**config.mk**
```make
export PLATFORM = sky130hd
export DESIGN_NAME = pipeline_stall_controller_flat
export DESIGN_NICKNAME = d
export VERILOG_FILES = /design/src/rtl/pipeline_stall_controller_pkg.sv /design/src/rtl/pipeline_stall_controller_if.sv /design/src/rtl/pipeline_stall_controller_timeout.sv /design/src/rtl/pipeline_stall_controller.sv /design/src/flat_wrapper.sv
export SDC_FILE = /design/constraint.sdc
export NUM_CORES = 1
export LEC_CHECK = 0
export ABC_AREA = 1
export BUFFER_PORTS_ARGS = -buffer_cell sky130_fd_sc_hd__buf_2
export CAP_MARGIN = 0
export CORE_MARGIN = 10
export CORE_UTILIZATION = 45
export CTS_BUF_LIST = sky130_fd_sc_hd__clkbuf_16
export DETAILED_ROUTE_END_ITERATION = 8
export GPL_TIMING_DRIVEN = 1
export PLACE_DENSITY_LB_ADDON = 0.1
export SYNTH_ARGS = -nofsm -noshare
export SYNTH_HDL_FRONTEND = slang
export SYNTH_SLANG_ARGS = --single-unit
```
**constraint.sdc**
```tcl
create_clock -name clk -period 1.03 [get_ports clk]
set_input_delay 0 -clock clk [delete_from_list [all_inputs] [get_ports clk]]
set_output_delay 0 -clock clk [all_outputs]
set_load 0.02 [all_outputs]
```
**src/rtl/pipeline_stall_controller_pkg.sv**
```systemverilog
// Shared types and defaults for the pipeline stall/flush sequencer.
//   psc_state_e           : sequencer states (RUN, MEM_WAIT, SWP_SECOND)
//   PSC_MEM_TIMEOUT_DEF   : default SRAM wait limit before mem_error
//   PSC_CNT_W_DEF         : default performance counter width
package pipeline_stall_controller_pkg;

  typedef enum logic [1:0] {
    RUN        = 2'd0,
    MEM_WAIT   = 2'd1,
    SWP_SECOND = 2'd2
  } psc_state_e;

  localparam int PSC_MEM_TIMEOUT_DEF = 64;
  localparam int PSC_CNT_W_DEF       = 32;

endpackage

```
**src/rtl/pipeline_stall_controller_if.sv**
```systemverilog
// Control bundle between the pipeline (hazard unit, EXE, MEM stage) and the
// stall sequencer.
//   master : drives hazard/branch/SWP/SRAM status, receives freeze/flush controls
//   slave  : the sequencer itself
interface pipeline_stall_controller_if;
  logic hazard_detected;
  logic branch_taken;
  logic id_is_swp;
  logic mem_req;
  logic sram_ready;
  logic freeze_pc;
  logic freeze_if_id;
  logic flush_if_id;
  logic bubble_id_exe;
  logic freeze_all;
  logic swp_phase;
  logic mem_error;

  modport master (
    output hazard_detected, branch_taken, id_is_swp, mem_req, sram_ready,
    input  freeze_pc, freeze_if_id, flush_if_id, bubble_id_exe, freeze_all,
           swp_phase, mem_error
  );

  modport slave (
    input  hazard_detected, branch_taken, id_is_swp, mem_req, sram_ready,
    output freeze_pc, freeze_if_id, flush_if_id, bubble_id_exe, freeze_all,
           swp_phase, mem_error
  );
endinterface

```
**src/rtl/pipeline_stall_controller_timeout.sv**
```systemverilog
// psc_timeout_counter: counts consecutive enabled cycles and pulses expired
// in the cycle that brings the count to LIMIT. Saturates at LIMIT so the
// pulse fires once per wait episode.
//   clk, rst  : clock, async active-low reset
//   clear     : zero the count (takes priority over enable)
//   enable    : count this cycle
//   expired   : this cycle is the LIMIT-th consecutive enabled cycle
module psc_timeout_counter #(
  parameter int LIMIT = 64
) (
  input  logic clk,
  input  logic rst,
  input  logic clear,
  input  logic enable,
  output logic expired
);
  localparam int W = $clog2(LIMIT + 1);

  logic [W-1:0] cnt_q, cnt_d;

  always_comb begin
    cnt_d = cnt_q;
    if (clear) begin
      cnt_d = '0;
    end else if (enable && cnt_q != W'(LIMIT)) begin
      cnt_d = cnt_q + W'(1);
    end
  end

  always_ff @(posedge clk or negedge rst) begin
    if (!rst) cnt_q <= '0;
    else      cnt_q <= cnt_d;
  end

  assign expired = enable & ~clear & (cnt_q == W'(LIMIT - 1));
endmodule

```
**src/rtl/pipeline_stall_controller.sv**
```systemverilog
// Central stall/flush sequencer for the 5-stage pipeline. Merges hazard,
// branch, SRAM wait and two-phase SWP into per-stage freeze/flush controls.
// Controls are combinational from state + inputs (same-cycle effect) and are
// forced low while rst is asserted.
//   clk, rst : pipeline clock, async active-low reset
//   psc      : control bundle (slave side)
//   hazard_cnt, mem_stall_cnt, flush_cnt : perf counters, present only when
//              PSC_PERF_CNT_EN is defined
module pipeline_stall_controller
  import pipeline_stall_controller_pkg::*;
#(
  parameter int MEM_TIMEOUT = PSC_MEM_TIMEOUT_DEF,
  parameter int CNT_W       = PSC_CNT_W_DEF
) (
  input  logic clk,
  input  logic rst,
  pipeline_stall_controller_if.slave psc
`ifdef PSC_PERF_CNT_EN
  ,
  output logic [CNT_W-1:0] hazard_cnt,
  output logic [CNT_W-1:0] mem_stall_cnt,
  output logic [CNT_W-1:0] flush_cnt
`endif
);
  if (MEM_TIMEOUT < 2 || CNT_W < 1) begin : g_bad_cfg
    $error("pipeline_stall_controller: MEM_TIMEOUT must be >= 2 and CNT_W >= 1");
  end

  psc_state_e state_q, state_d, ret_q, ret_d, eff_state;
  logic       mem_error_q, mem_error_d;
  logic       wait_mem, expired;
  logic       hazard_stall, branch_flush;
  logic       fpc, fifid, flush, bubble, fall, phase;

  assign wait_mem = psc.mem_req & ~psc.sram_ready;

  always_comb begin
    fpc          = 1'b0;
    fifid        = 1'b0;
    flush        = 1'b0;
    bubble       = 1'b0;
    fall         = 1'b0;
    phase        = 1'b0;
    hazard_stall = 1'b0;
    branch_flush = 1'b0;
    state_d      = state_q;
    ret_d        = ret_q;
    // In the sram_ready cycle the pipeline acts as if already back in the
    // saved state, so a held branch or pending SWP phase 1 executes there.
    eff_state    = (state_q == MEM_WAIT) ? ret_q : state_q;

    if (wait_mem) begin
      fall    = 1'b1;
      state_d = MEM_WAIT;
      if (state_q != MEM_WAIT) ret_d = state_q;
    end else if (psc.branch_taken) begin
      flush        = 1'b1;
      bubble       = 1'b1;
      branch_flush = 1'b1;
      state_d      = RUN;
    end else if (psc.hazard_detected && !psc.id_is_swp) begin
      fpc          = 1'b1;
      fifid        = 1'b1;
      bubble       = 1'b1;
      hazard_stall = 1'b1;
      state_d      = eff_state;
    end else if (psc.id_is_swp && eff_state == RUN) begin
      fpc     = 1'b1;
      fifid   = 1'b1;
      state_d = SWP_SECOND;
    end else if (eff_state == SWP_SECOND) begin
      phase   = 1'b1;
      state_d = RUN;
    end else begin
      state_d = RUN;
    end
  end

  psc_timeout_counter #(.LIMIT(MEM_TIMEOUT)) u_timeout (
    .clk     (clk),
    .rst     (rst),
    .clear   (~wait_mem),
    .enable  (wait_mem),
    .expired (expired)
  );

  assign mem_error_d = mem_error_q | expired;

  always_ff @(posedge clk or negedge rst) begin
    if (!rst) begin
      state_q     <= RUN;
      ret_q       <= RUN;
      mem_error_q <= 1'b0;
    end else begin
      state_q     <= state_d;
      ret_q       <= ret_d;
      mem_error_q <= mem_error_d;
    end
  end

  assign psc.freeze_pc     = fpc & rst;
  assign psc.freeze_if_id  = fifid & rst;
  assign psc.flush_if_id   = flush & rst;
  assign psc.bubble_id_exe = bubble & rst;
  assign psc.freeze_all    = fall & rst;
  assign psc.swp_phase     = phase & rst;
  assign psc.mem_error     = mem_error_q;

`ifdef PSC_PERF_CNT_EN
  logic [CNT_W-1:0] hazard_cnt_q, hazard_cnt_d;
  logic [CNT_W-1:0] mem_stall_cnt_q, mem_stall_cnt_d;
  logic [CNT_W-1:0] flush_cnt_q, flush_cnt_d;

  always_comb begin
    hazard_cnt_d    = hazard_cnt_q + CNT_W'(hazard_stall);
    mem_stall_cnt_d = mem_stall_cnt_q + CNT_W'(fall);
    flush_cnt_d     = flush_cnt_q + CNT_W'(branch_flush);
  end

  always_ff @(posedge clk or negedge rst) begin
    if (!rst) begin
      hazard_cnt_q    <= '0;
      mem_stall_cnt_q <= '0;
      flush_cnt_q     <= '0;
    end else begin
      hazard_cnt_q    <= hazard_cnt_d;
      mem_stall_cnt_q <= mem_stall_cnt_d;
      flush_cnt_q     <= flush_cnt_d;
    end
  end

  assign hazard_cnt    = hazard_cnt_q;
  assign mem_stall_cnt = mem_stall_cnt_q;
  assign flush_cnt     = flush_cnt_q;
`endif
endmodule

```
**src/flat_wrapper.sv**
```systemverilog
// flat-port wrapper written by rule: the top's interface ports become plain ports
module pipeline_stall_controller_flat import pipeline_stall_controller_pkg::*;
#(
  parameter int MEM_TIMEOUT = PSC_MEM_TIMEOUT_DEF,
  parameter int CNT_W       = PSC_CNT_W_DEF
)
  (clk, rst, psc_hazard_detected, psc_branch_taken, psc_id_is_swp, psc_mem_req, psc_sram_ready, psc_freeze_pc, psc_freeze_if_id, psc_flush_if_id, psc_bubble_id_exe, psc_freeze_all, psc_swp_phase, psc_mem_error);
  pipeline_stall_controller_if psc_i ();
  input  logic clk;
  input  logic rst;
  input wire logic [$bits(psc_i.hazard_detected)-1:0] psc_hazard_detected;
  input wire logic [$bits(psc_i.branch_taken)-1:0] psc_branch_taken;
  input wire logic [$bits(psc_i.id_is_swp)-1:0] psc_id_is_swp;
  input wire logic [$bits(psc_i.mem_req)-1:0] psc_mem_req;
  input wire logic [$bits(psc_i.sram_ready)-1:0] psc_sram_ready;
  output wire logic [$bits(psc_i.freeze_pc)-1:0] psc_freeze_pc;
  output wire logic [$bits(psc_i.freeze_if_id)-1:0] psc_freeze_if_id;
  output wire logic [$bits(psc_i.flush_if_id)-1:0] psc_flush_if_id;
  output wire logic [$bits(psc_i.bubble_id_exe)-1:0] psc_bubble_id_exe;
  output wire logic [$bits(psc_i.freeze_all)-1:0] psc_freeze_all;
  output wire logic [$bits(psc_i.swp_phase)-1:0] psc_swp_phase;
  output wire logic [$bits(psc_i.mem_error)-1:0] psc_mem_error;
  assign psc_i.hazard_detected = psc_hazard_detected;
  assign psc_i.branch_taken = psc_branch_taken;
  assign psc_i.id_is_swp = psc_id_is_swp;
  assign psc_i.mem_req = psc_mem_req;
  assign psc_i.sram_ready = psc_sram_ready;
  assign psc_freeze_pc = psc_i.freeze_pc;
  assign psc_freeze_if_id = psc_i.freeze_if_id;
  assign psc_flush_if_id = psc_i.flush_if_id;
  assign psc_bubble_id_exe = psc_i.bubble_id_exe;
  assign psc_freeze_all = psc_i.freeze_all;
  assign psc_swp_phase = psc_i.swp_phase;
  assign psc_mem_error = psc_i.mem_error;
  pipeline_stall_controller #(.MEM_TIMEOUT(MEM_TIMEOUT), .CNT_W(CNT_W)) u_core (.clk(clk), .rst(rst), .psc(psc_i));
endmodule
```
# [After elaboration in Yosys (flattened, before gate mapping)]
# Cells that the tools add are included.
[word_totals] out_inout_bits=7 inputBits=7 wordCells=48 reg_bits=12
[op_classes] muxes=22 add_sub_neg=1 n_bitwise=9 reduce_logical=6 n_eq_ne=6
[op_table] operator="1-bit two-way mux" count=15
[op_table] operator="7-bit two-way mux" count=2
[op_table] operator="2-bit two-way mux" count=5
[op_table] operator="7-bit by 1-bit adder with 7-bit output (second input constant)" count=1
[op_table] operator="1-bit AND" count=7
[op_table] operator="7-bit by 6-bit equality test with 1-bit output (second input constant)" count=1
[op_table] operator="7-bit != test (second input constant)" count=1
[op_table] operator="2-bit by 1-bit != test with 1-bit output (second input constant)" count=2
[op_table] operator="1-bit logical AND" count=3
[op_table] operator="2-bit by 1-bit equality test with 1-bit output (second input constant)" count=1
[op_table] operator="2-bit equality test (second input constant)" count=1
[op_table] operator="2-bit zero test" count=1
[op_table] operator="2-bit AND reduction" count=1
[op_table] operator="1-bit zero test" count=1
[op_table] operator="1-bit NOT" count=1
[op_table] operator="1-bit bitwise OR" count=1

# [Logic depth before layout (Yosys ltp)]
[depth] depth_word=9 mapped_depth=7 depth_no_buf=7

# [Hierarchy]
# From an unflattened synthesis, not the netlist that was laid out.
[unflattened] cells_unflattened=101 area_unflattened_um2=732.0
[modules_own_cells] module="psc_timeout_counter" instances=1 cells_per_inst=63 area_per_inst_um2=436.7 seq_area_each_um2=175.2
[modules_own_cells] module="pipeline_stall_controller" instances=1 cells_per_inst=38 area_per_inst_um2=295.3 seq_area_each_um2=125.1

# [Worst setup path after synthesis]
# No wires, ideal clock.
[synth_timing] kind="register -> output" startpoint="register u_core.state_q[1]" endpoint="output psc_freeze_pc" path_buffers=1 required_time_ps=1030 path_slack_ps=-265 path_stages_with_launch=7 arrival_time_ps=1295 cell_sequence="dfrtp_1 o21ai_1 nand3_1 nand2_1 nand2_1 nor2_1 buf_4"
[synth_between] elab_chain_cells=9
[synth_lines] element="start: declaration" line_no="pipeline_stall_controller.sv:29" text="psc_state_e state_q, state_d, ret_q, ret_d, eff_state;"
[synth_lines] element="start signal: assignment" line_no="pipeline_stall_controller.sv:95" text="state_q <= state_d;"
[synth_lines] element="2-bit by 1-bit equality test with 1-bit output" line_no="pipeline_stall_controller.sv:50" text="eff_state = (state_q == MEM_WAIT) ? ret_q : state_q;"
[synth_lines] element="2-bit two-way mux (*)" line_no="pipeline_stall_controller.sv:50"
[synth_lines] element="2-bit zero test (*)" line_no="pipeline_stall_controller.sv:67" text="end else if (psc.id_is_swp && eff_state == RUN) begin"
[synth_lines] element="1-bit logical AND (*)" line_no="pipeline_stall_controller.sv:67"
[synth_lines] element="1-bit two-way mux (*) (4 in series)"
[synth_lines] element="1-bit AND (*)"
[synth_lines] element="end: declaration" line_no="flat_wrapper.sv:16" text="output wire logic [$bits(psc_i.freeze_pc)-1:0] psc_freeze_pc;"
# Mark *: on every way between the ends. The rest lies on a longest branch, timed or not.

# [Worst setup path after layout]
[layout_timing] startpoint="register u_core.state_q[0]" endpoint="output psc_freeze_pc"
[layout_between] elab_chain_cells=9
[layout_lines] element="2-bit by 1-bit equality test with 1-bit output" line_no="pipeline_stall_controller.sv:50"
[layout_lines] element="2-bit two-way mux (*)" line_no="pipeline_stall_controller.sv:50"
[layout_lines] element="2-bit zero test (*)" line_no="pipeline_stall_controller.sv:67"
[layout_lines] element="1-bit logical AND (*)" line_no="pipeline_stall_controller.sv:67"
[layout_lines] element="1-bit two-way mux (*)" line_no="pipeline_stall_controller.sv:67"
[layout_lines] element="1-bit two-way mux (*)" line_no="pipeline_stall_controller.sv:61" text="end else if (psc.hazard_detected && !psc.id_is_swp) begin"
[layout_lines] element="1-bit two-way mux (*)" line_no="pipeline_stall_controller.sv:56" text="end else if (psc.branch_taken) begin"
[layout_lines] element="1-bit two-way mux (*)" line_no="pipeline_stall_controller.sv:52" text="if (wait_mem) begin"
[layout_lines] element="1-bit AND (*)" line_no="pipeline_stall_controller.sv:101" text="assign psc.freeze_pc = fpc & rst;"
# Marks and branches as above.

==> metrics <==
CTS root buf clkbuf_16; r2r worst-path depth 7; post-synth top area share between 40% and 50%; Worst Path Arrival 1.27 ns; worst reg2reg path endpoint u_core.u_timeout.cnt_q[4]$_DFFE_PN0P_; synth unique cells 20; Synth Register Bits 12; sequential share of power 35.8%; Die Width approximately 58 um; Final nets 123; Comb power frac around 14%; Clock Power Share 50.4%; switch share between 20 and 25%; Gate Count Post-Synth 82; Max Slew Vio Count 0; drt drc 0; via count 638; critical path class reg -> out; clock period minus worst slack 1.266 ns; largest net degree at the start of global routing 11; Max Buffers Root-to-Sink 2; FF+latch area around 300 um2; failing checks negative setup slack; Worst Setup SP u_core.state_q[0]$_DFF_PN0_; Synth area leader dfrtp_1; Reg-to-Reg Start u_core.u_timeout.cnt_q[0]$_DFFE_PN0P_; placed cell count 117; Core Rows 13; CTS tree yes; P&R area growth vs syn 56.03%; Design Area, Final 1003 um2; layout cells sized above 1 between 40% and 50%; Via density between 4 and 5; max-cap viol count 0; GRT Overall Usage 10.61%; Port Buffer Count 13; initial antenna violation count 0; Post-Syn Area per Cell 7.843 um2; Post-DP Area 802.0 um2; Mapped Area about 640 um2; fillers 88; status finished, violations left; GRT met3 Usage 3.486%; cts bufs inserted 3; Skew-Pair Late Insertion Delay 0.24 ns; Initial DRT Pass Iterations 4; setup ws final -0.2364 ns; final core utilization 76.16%; crit end category output port; fmax 789.7 MHz; met1 usage 12.52%; I/O pin cnt 14; CTS sink count 12; Final Skew 0.004402 ns; H-Tree Depth 1; worst slew pin tran roughly 0.27 ns; Cell Count, Final, Fillers Out 128; Crit Path Max Fanout 3; end of the critical path psc_freeze_pc; 1st-iter DRT viols 20; Sw Pwr between 300 and 400 uW; peak supply drop about 0.84 mV; Initial Util 48.81%; Worst EP required 1.03 ns; CP Launch Type flop; die extent in y between 50 and 60 um; Placer Congestion roughly 0.73; P per Cell Area 1407 nW/um2; CORE AREA 1318 um2; Final Hold Fails 0; diode count 0; post-DP HPWL around 1.1 mm; die area between 3000 and 4000 um2; Yosys warnings 0; vias in the first global route 631; Worst Hold Depth 2; leakage power total 0.4991 nW; relative slew slack 82.07%; multi-input logic area 355.3 um2; Synth Net Count 91; post-synthesis sequential area ratio a little under half; post-route ant nets 0; WL/cell 13.05 um; met2 GRT Util around 17%; worst hold path type in -> reg; first-pass GRT wire length 2.856 mm; Total Wirelength between 1.5 and 2 mm; RSZ-0062 raised after global routing true; most used routing layer met2; CTS clk-pin slew, worst paths 0.05 ns; fin crit share 122.9%; FF-to-FF setup slack -0.18 ns; Int Power 1.086 mW; synth top area cells dfrtp_1, nand2_1, nor2_1; Final Setup Violations 9; GRT overflow 0
-- flip-flops by register name (all words and copies together), names as in the netlist --
| signal | flops |
|---|---|
| u_core.psc.mem_error | 1 |
| u_core.ret_q | 2 |
| u_core.state_q | 2 |
| u_core.u_timeout.cnt_q | 7 |
-- final cells by class --
type                    instances  area share [%]
multi-input cells              58           35.41
clock inverters                 1          0.3741
clock buffers                   3           7.481
inverters                      11           4.364
well taps                      15           1.870
flip-flops and latches         12           29.93
repair buffers                 28           20.57
-- cells by family after synthesis --
family,Yosys count,share of synthesized area [%]
AO/OA/AOI/OAI,11,9.339
XOR/XNOR,2,2.724
adder cells (fa/ha/maj),2,3.890
buffers and inverters,12,7.977
flip-flops,12,46.69
AND/OR/NAND/NOR,43,29.38
-- cell usage after synthesis --
| library cell | instances |
|---|---|
| a21oi_1 | 4 |
| nand3_1 | 5 |
| buf_4 | 1 |
| nand4_1 | 1 |
| nand2_2 | 2 |
| o21ai_1 | 2 |
| inv_2 | 1 |
| ha_1 | 2 |
| nor2_4 | 1 |
| xor2_1 | 2 |
| o21ai_0 | 3 |
| inv_1 | 9 |
| nor2_1 | 13 |
| dfrtp_1 | 12 |
| o31ai_1 | 1 |
| inv_4 | 1 |
| o21bai_1 | 1 |
| nor3_1 | 1 |
| nand2_1 | 18 |
| nor2_2 | 2 |
-- timing repair --
action	CTS	global route
buffers inserted	5	3
hold buffers	1	0
endpoints found under the setup margin	9	14
endpoints found under the hold margin	13	0
resized for setup	13	13
pin swaps	5	11
-- power groups by stage --
stage               clock (mW)  sequential, mW  combinational [mW]
floorplan                    0           0.514              0.0861
global placement             0           0.512               0.150
detailed placement           0           0.512               0.152
CTS                      0.720           0.504               0.189
global route             0.742           0.508               0.216
finish                   0.712           0.506               0.195
-- layout by cell type, fill, tap and decap left out, types with 5 or more instances in the layout --
cell     netlist  routed
nor2_1        13      11
buf_4          1      12
dfrtp_1       12      12
buf_2          0      10
buf_6          0       5
nand2_2        2       9
nand2_1       18      11
inv_1          9       6
-- layer usage --
metal	share of wire (%)	vias to the layer above
li1	-	321
met1	45	295
met2	48	18
met3	5.4	4
met4	1.5	0
met5	0	-
-- critical path, stage by stage, from the launching register on --
cell     delay [ns]
dfrtp_1        0.40
a21oi_2        0.16
nand3_1        0.09
nand2_1        0.07
nand2_2        0.07
nor2_4         0.11
buf_6          0.13
-- metrics by stage --
step                      power [mW]  setup slack (ns)  hold WS [ns]  TNS [ns]
after detailed placement      0.6638           -0.1112       -0.1798   -0.4514
after global placement        0.6624          -0.08708       -0.1840   -0.3242
final                          1.412           -0.2364      0.002348    -1.406
after global routing           1.467           -0.3451       0.01608    -2.293
after CTS                      1.413           -0.2475      -0.01076    -1.164
after floorplan               0.5996          -0.06636       -0.2956  -0.06636
-- how the worst min path moves through the flow --
stage                          start                             end
CTS                 psc_branch_taken     u_core.state_q[0]$_DFF_PN0_
global route        psc_branch_taken     u_core.state_q[0]$_DFF_PN0_
global placement                 rst     u_core.state_q[1]$_DFF_PN0_
detailed placement               rst     u_core.ret_q[1]$_DFFE_PN0P_
finish              psc_branch_taken     u_core.state_q[0]$_DFF_PN0_
floorplan                        rst  u_core.psc.mem_error$_DFF_PN0_
Power figures use the tool's default switching activity.
